## src/rtl/imem_responder_pkg.sv

```systemverilog
// Shared definitions for the instruction-memory responder: FSM encoding,
// latency-counter width and the NOP word used as the cleared instruction value.
package imem_responder_pkg;

  typedef enum logic {
    IDLE = 1'b0,
    WAIT = 1'b1
  } state_t;

  localparam int          CNT_W = 3;
  localparam logic [31:0] NOP   = 32'h0000_0000;

endpackage

```

## src/rtl/imem_responder_dffare.sv

```systemverilog
// Enable flop with synchronous active-high reset to a parameterised value;
// the standard output-register cell of this codebase.
module dffare #(
  parameter int             W       = 1,
  parameter logic [W-1:0]   RST_VAL = '0
) (
  input  logic         clk,
  input  logic         rst,
  input  logic         en,
  input  logic [W-1:0] d,
  output logic [W-1:0] q
);

  always_ff @(posedge clk) begin
    if (rst) begin
      q <= RST_VAL;
    end else if (en) begin
      q <= d;
    end
  end

endmodule

```

## src/rtl/imem_responder.sv

```systemverilog
// Fetch-side responder: issues one ROM read per accepted PC, waits LATENCY
// cycles, and holds the returned instruction until decode accepts it.
module imem_responder
  import imem_responder_pkg::*;
#(
  parameter int ADDR_WIDTH = 10,
  parameter int LATENCY    = 2
) (
  input  logic                  clk,
  input  logic                  rst,
  input  logic                  req_valid,
  input  logic [31:0]           req_pc,
  input  logic                  flush,
  output logic                  rom_en,
  output logic [ADDR_WIDTH-1:0] rom_addr,
  input  logic [31:0]           rom_data,
  output logic [31:0]           instr,
  output logic [31:0]           instr_pc,
  output logic                  instr_valid,
  input  logic                  instr_ready,
  output logic                  stall,
  output logic                  addr_err
);

  state_t             state;
  logic [CNT_W-1:0]   cnt;
  logic               drop;
  logic [31:0]        pc_p1;

  logic               misaligned;
  logic               req_ok;
  logic               accept;
  logic               capture;
  logic               capture_ok;
  logic               vld_en;

  // Request stage: decide in the request cycle whether the ROM read goes out.
  assign misaligned = (req_pc[1:0] != 2'b00);
  assign req_ok     = req_valid & ~stall & ~flush & ~rst;
  assign accept     = req_ok & ~misaligned;

  assign rom_en     = accept;
  // Upper PC bits are not part of the ROM address, so fetches wrap.
  assign rom_addr   = req_pc[ADDR_WIDTH+1:2];

  assign stall      = ~rst & ((state == WAIT) | (instr_valid & ~instr_ready));

  // Capture stage: rom_data is valid in the cycle the counter reaches one.
  assign capture    = (state == WAIT) && (cnt == CNT_W'(1));
  assign capture_ok = capture & ~drop & ~flush;

  always_ff @(posedge clk) begin
    if (rst) begin
      state    <= IDLE;
      cnt      <= '0;
      drop     <= 1'b0;
      addr_err <= 1'b0;
    end else begin
      addr_err <= req_ok & misaligned;
      case (state)
        IDLE: begin
          if (accept) begin
            state <= WAIT;
            cnt   <= CNT_W'(LATENCY);
            drop  <= 1'b0;
          end
        end
        WAIT: begin
          if (capture) begin
            state <= IDLE;
            cnt   <= '0;
            drop  <= 1'b0;
          end else begin
            cnt <= cnt - CNT_W'(1);
            if (flush) begin
              drop <= 1'b1;
            end
          end
        end
        default: begin
          state <= IDLE;
          cnt   <= '0;
          drop  <= 1'b0;
        end
      endcase
    end
  end

  always_ff @(posedge clk) begin
    if (accept) begin
      pc_p1 <= req_pc;
    end
  end

  // Output stage: a fresh capture wins; otherwise flush or a handshake clears.
  assign vld_en = capture_ok | flush | instr_ready;

  dffare #(.W(32), .RST_VAL(NOP)) u_instr (
    .clk (clk),
    .rst (rst),
    .en  (capture_ok),
    .d   (rom_data),
    .q   (instr)
  );

  dffare #(.W(32), .RST_VAL(32'h0)) u_instr_pc (
    .clk (clk),
    .rst (rst),
    .en  (capture_ok),
    .d   (pc_p1),
    .q   (instr_pc)
  );

  dffare #(.W(1), .RST_VAL(1'b0)) u_instr_valid (
    .clk (clk),
    .rst (rst),
    .en  (vld_en),
    .d   (capture_ok),
    .q   (instr_valid)
  );

endmodule

```

## config.mk

```make
export PLATFORM = sky130hd
export DESIGN_NAME = imem_responder
export DESIGN_NICKNAME = d
export VERILOG_FILES = /design/src/rtl/imem_responder_pkg.sv /design/src/rtl/imem_responder_dffare.sv /design/src/rtl/imem_responder.sv
export SDC_FILE = /design/constraint.sdc
export NUM_CORES = 1
export LEC_CHECK = 0
export CORE_ASPECT_RATIO = 0.5
export CORE_MARGIN = 8
export CORE_UTILIZATION = 46
export CTS_CLUSTER_DIAMETER = 60
export CTS_CLUSTER_SIZE = 30
export DETAILED_ROUTE_END_ITERATION = 16
export PLACE_DENSITY = 0.81
export SLEW_MARGIN = 40
export SYNTH_ARGS = -nofsm -noshare
export SYNTH_HDL_FRONTEND = slang
export SYNTH_SLANG_ARGS = --single-unit
export TNS_END_PERCENT = 1
```

## constraint.sdc

```tcl
create_clock -name clk -period 1.9 [get_ports clk]
set_input_delay 0.19 -clock clk [delete_from_list [all_inputs] [get_ports clk]]
set_output_delay 0.19 -clock clk [all_outputs]
set_load 0.05 [all_outputs]
```

==> results.yml <==
status:
  status: "finished clean"
timing:
  skew_ns: 0.00519
  finalCritPeriodShare: 0.933
  fmax_mhz: 564
  period_minus_slack_ns: 1.77
  drv_slew: 0
  finalHoldViolations: 0
  tightest_slew_ns: 0.537
  rsz0062_at_grt: "no"
  final-setup-viol-count: 0
  max_slew_margin: 0.641
  finalSetupTns_ns: 0
global_routing:
  grt_max_degree: 137
  grt_use_total: 0.143
  overflow: 0
  antenna_found_initial: 0
  grt_busiest_layer: "met2"
  met1_usage: 0.151
  grt_pass1_wl_um: 14900
  grt_pass1_vias: 2891
  grtUsageMet3: 0.0507
  grt_util_met2: 0.266
synth:
  yosysTopAreaCell: "dfxtp_1"
  syn_nets: 427
  netlist_top_cells_area: "dfxtp_1 33%, edfxtp_1 22%, nand2b_1 19%, mux2i_1 15%, buf_12 2.8%"
  ys_seq_elements: 103
  yosysTopAreaCellShare: 0.328
  synthDistinctLibCells: 27
  syn-cell-area_mm2: 0.00433
  seq_area_frac_synth: 0.550
  ys_warn_count: 0
  syn_avg_cell_area_um2: 12.2
  postSynthCellCount: 356
clocking:
  cts_tree: "built"
  clk_latency_ns: 0.34
  htree_levels: 3
  clk_pin_slew_worst_paths_ns: 0.07
  cts_setup_buffers: 0
  cts.sinks: 103
  hold_buffers: 0
  clockBufferDepth: 2
  cts_made_buffers: 9
  cts-root-buf: "clkbuf_16"
  cts_resized: 0
floorplanning:
  rows: 25
  core_area_mm2: 0.00929
  die_y_um: 84.6
  dieArea_mm2: 0.0130
  die_width_um: 153
  start_util: 0.466
  num_io_pins: 147
placed_design:
  gp_congestion: 0.741
  numPortBuffers: 146
  post-dp-hpwl_um: 6500
  placed_cells: 597
setup_path:
  crit_chain: "inv_1 -> and4_2 -> buf_4 -> buf_12"
  cp-end-kind: "output pin"
  cp_data_arrival_time_ns: 1.58
  cpLargestDelayFamily: "flip-flops"
  required_ns: 1.71
  cp_slowest_cell: "dfxtp_1"
  worst-path-buf-inv: 3
  slowest_delay_ns: 0.52
  critPathKind: "flip-flop to output pin"
  start_kind: "flip-flop"
  cp_max_fo: 8
power_and_ir_drop:
  peakVddDrop_v: 0.000453
  power.density_mw_per_mm2: 758
  p_leak_nw: 2.06
final_layout:
  final_cell_mix: "133 x clkdlybuf4s50_1, 129 x nand2b_1, 71 x dfxtp_1, 65 x mux2i_1, 32 x edfxtp_1"
  multi_input_area_mm2: 0.00167
  nFillCells: 714
  regArea_mm2: 0.00238
  antenna_cells: 0
  drive_gt1_frac: 0.0833
  stdcell_count: 613
  area_growth_pct: 40.6
  final_common_cell: "clkdlybuf4s50_1"
  finalNetCount: 558
detailed_routing:
  totalWireLength_um: 9250
  first_iter_violations: 127
  drcViolationCount: 0
  vias_per_cell: 4.53
  first_pass_iters: 4
  wire_per_inst_um: 15.1
  vias: 2775
  drtAntennaViolNets: 0
worst_hold_path:
  hold_class: "primary input to flip-flop"
job:
  maxCapViolCount: 0
==> cell families after synthesis <==
logic type,Yosys count,synth area share
multiplexers,65,0.150
AND/OR/NAND/NOR,141,0.212
adder cells (fa/ha/maj),2,0.00578
buffers and inverters,36,0.0644
flip-flops,103,0.550
AO/OA/AOI/OAI,9,0.0173
==> per-stage QoR <==
stage          worst slack [ns]  total power, W   util  instance area (um2)  hold slack (ns)
2_1_floorplan            0.0693         0.00250      -                 4330            0.289
3_3_place_gp              0.191         0.00267  0.620                 5760            0.457
3_5_place_dp              0.118         0.00268  0.620                 5760            0.462
4_1_cts                   0.116         0.00468  0.655                 6090            0.390
5_1_grt                  0.0425         0.00480  0.655                 6090            0.394
6_report                  0.128         0.00462  0.655                 6090            0.404
==> synth_stat cells <==
master / n
o2111a_1: 1
o31a_1: 1
edfxtp_1: 32
or4_1: 1
a21oi_1: 3
dfxtp_1: 71
buf_12: 6
and2_1: 1
nor4_1: 1
buf_4: 11
clkbuf_1: 12
nand2b_1: 129
ha_1: 2
mux2i_1: 65
and4_1: 1
nor3b_1: 1
o32ai_1: 1
nor2_1: 3
nor2_8: 1
nand3b_1: 1
o21a_1: 1
and2b_2: 1
buf_2: 4
nand4bb_4: 1
o41ai_2: 1
a21boi_0: 1
inv_1: 3
==> layout make-up <==
class                      count  share of cell area
clock inverter                 6              0.0152
inverter                       3             0.00185
tap                          121              0.0249
clock buffer                  10              0.0393
timing repair buffer         153               0.253
sequential                   103               0.391
multi-input combinational    217               0.274
==> registers in the layout, indices dropped and copies added, names as in the netlist <==
register	flops
pc_p1	32
u_instr.q	32
u_instr_pc.q	32
cnt	3
addr_err	1
drop	1
state	1
u_instr_valid.q	1
==> where the power goes <==
part / switching, W / total [W] / internal, W
Sequential: 0.00000523 / 0.00228 / 0.00228
Clock: 0.000794 / 0.00199 / 0.00120
Combinational: 0.000137 / 0.000345 / 0.000208
Total: 0.000936 / 0.00462 / 0.00368
==> per-layer routing <==
layer	vias to the layer above	routed length, um	part of all wire
li1	1434	-	-
met3	11	476	0.051
met1	1279	3780	0.41
met5	-	0	0
met4	0	97	0.010
met2	51	4900	0.53
==> final timing paths <==
kind / slack [ns] / endpoint / cells past startpoint / startpoint
worst max register to register: 0.34 / u_instr_pc.q[6]$_SDFFE_PP0P_ / 6 / cnt[1]$_SDFFE_PP0P_
worst min register to register: 0.47 / u_instr.q[23]$_SDFFE_PP0P_ / 2 / u_instr.q[23]$_SDFFE_PP0P_
worst max-delay path: 0.13 / rom_en / 4 / state$_SDFF_PP0_
worst min-delay path: 0.40 / pc_p1[21]$_DFFE_PP_ / 1 / req_pc[21]
(Power assumes the default switching activity.)
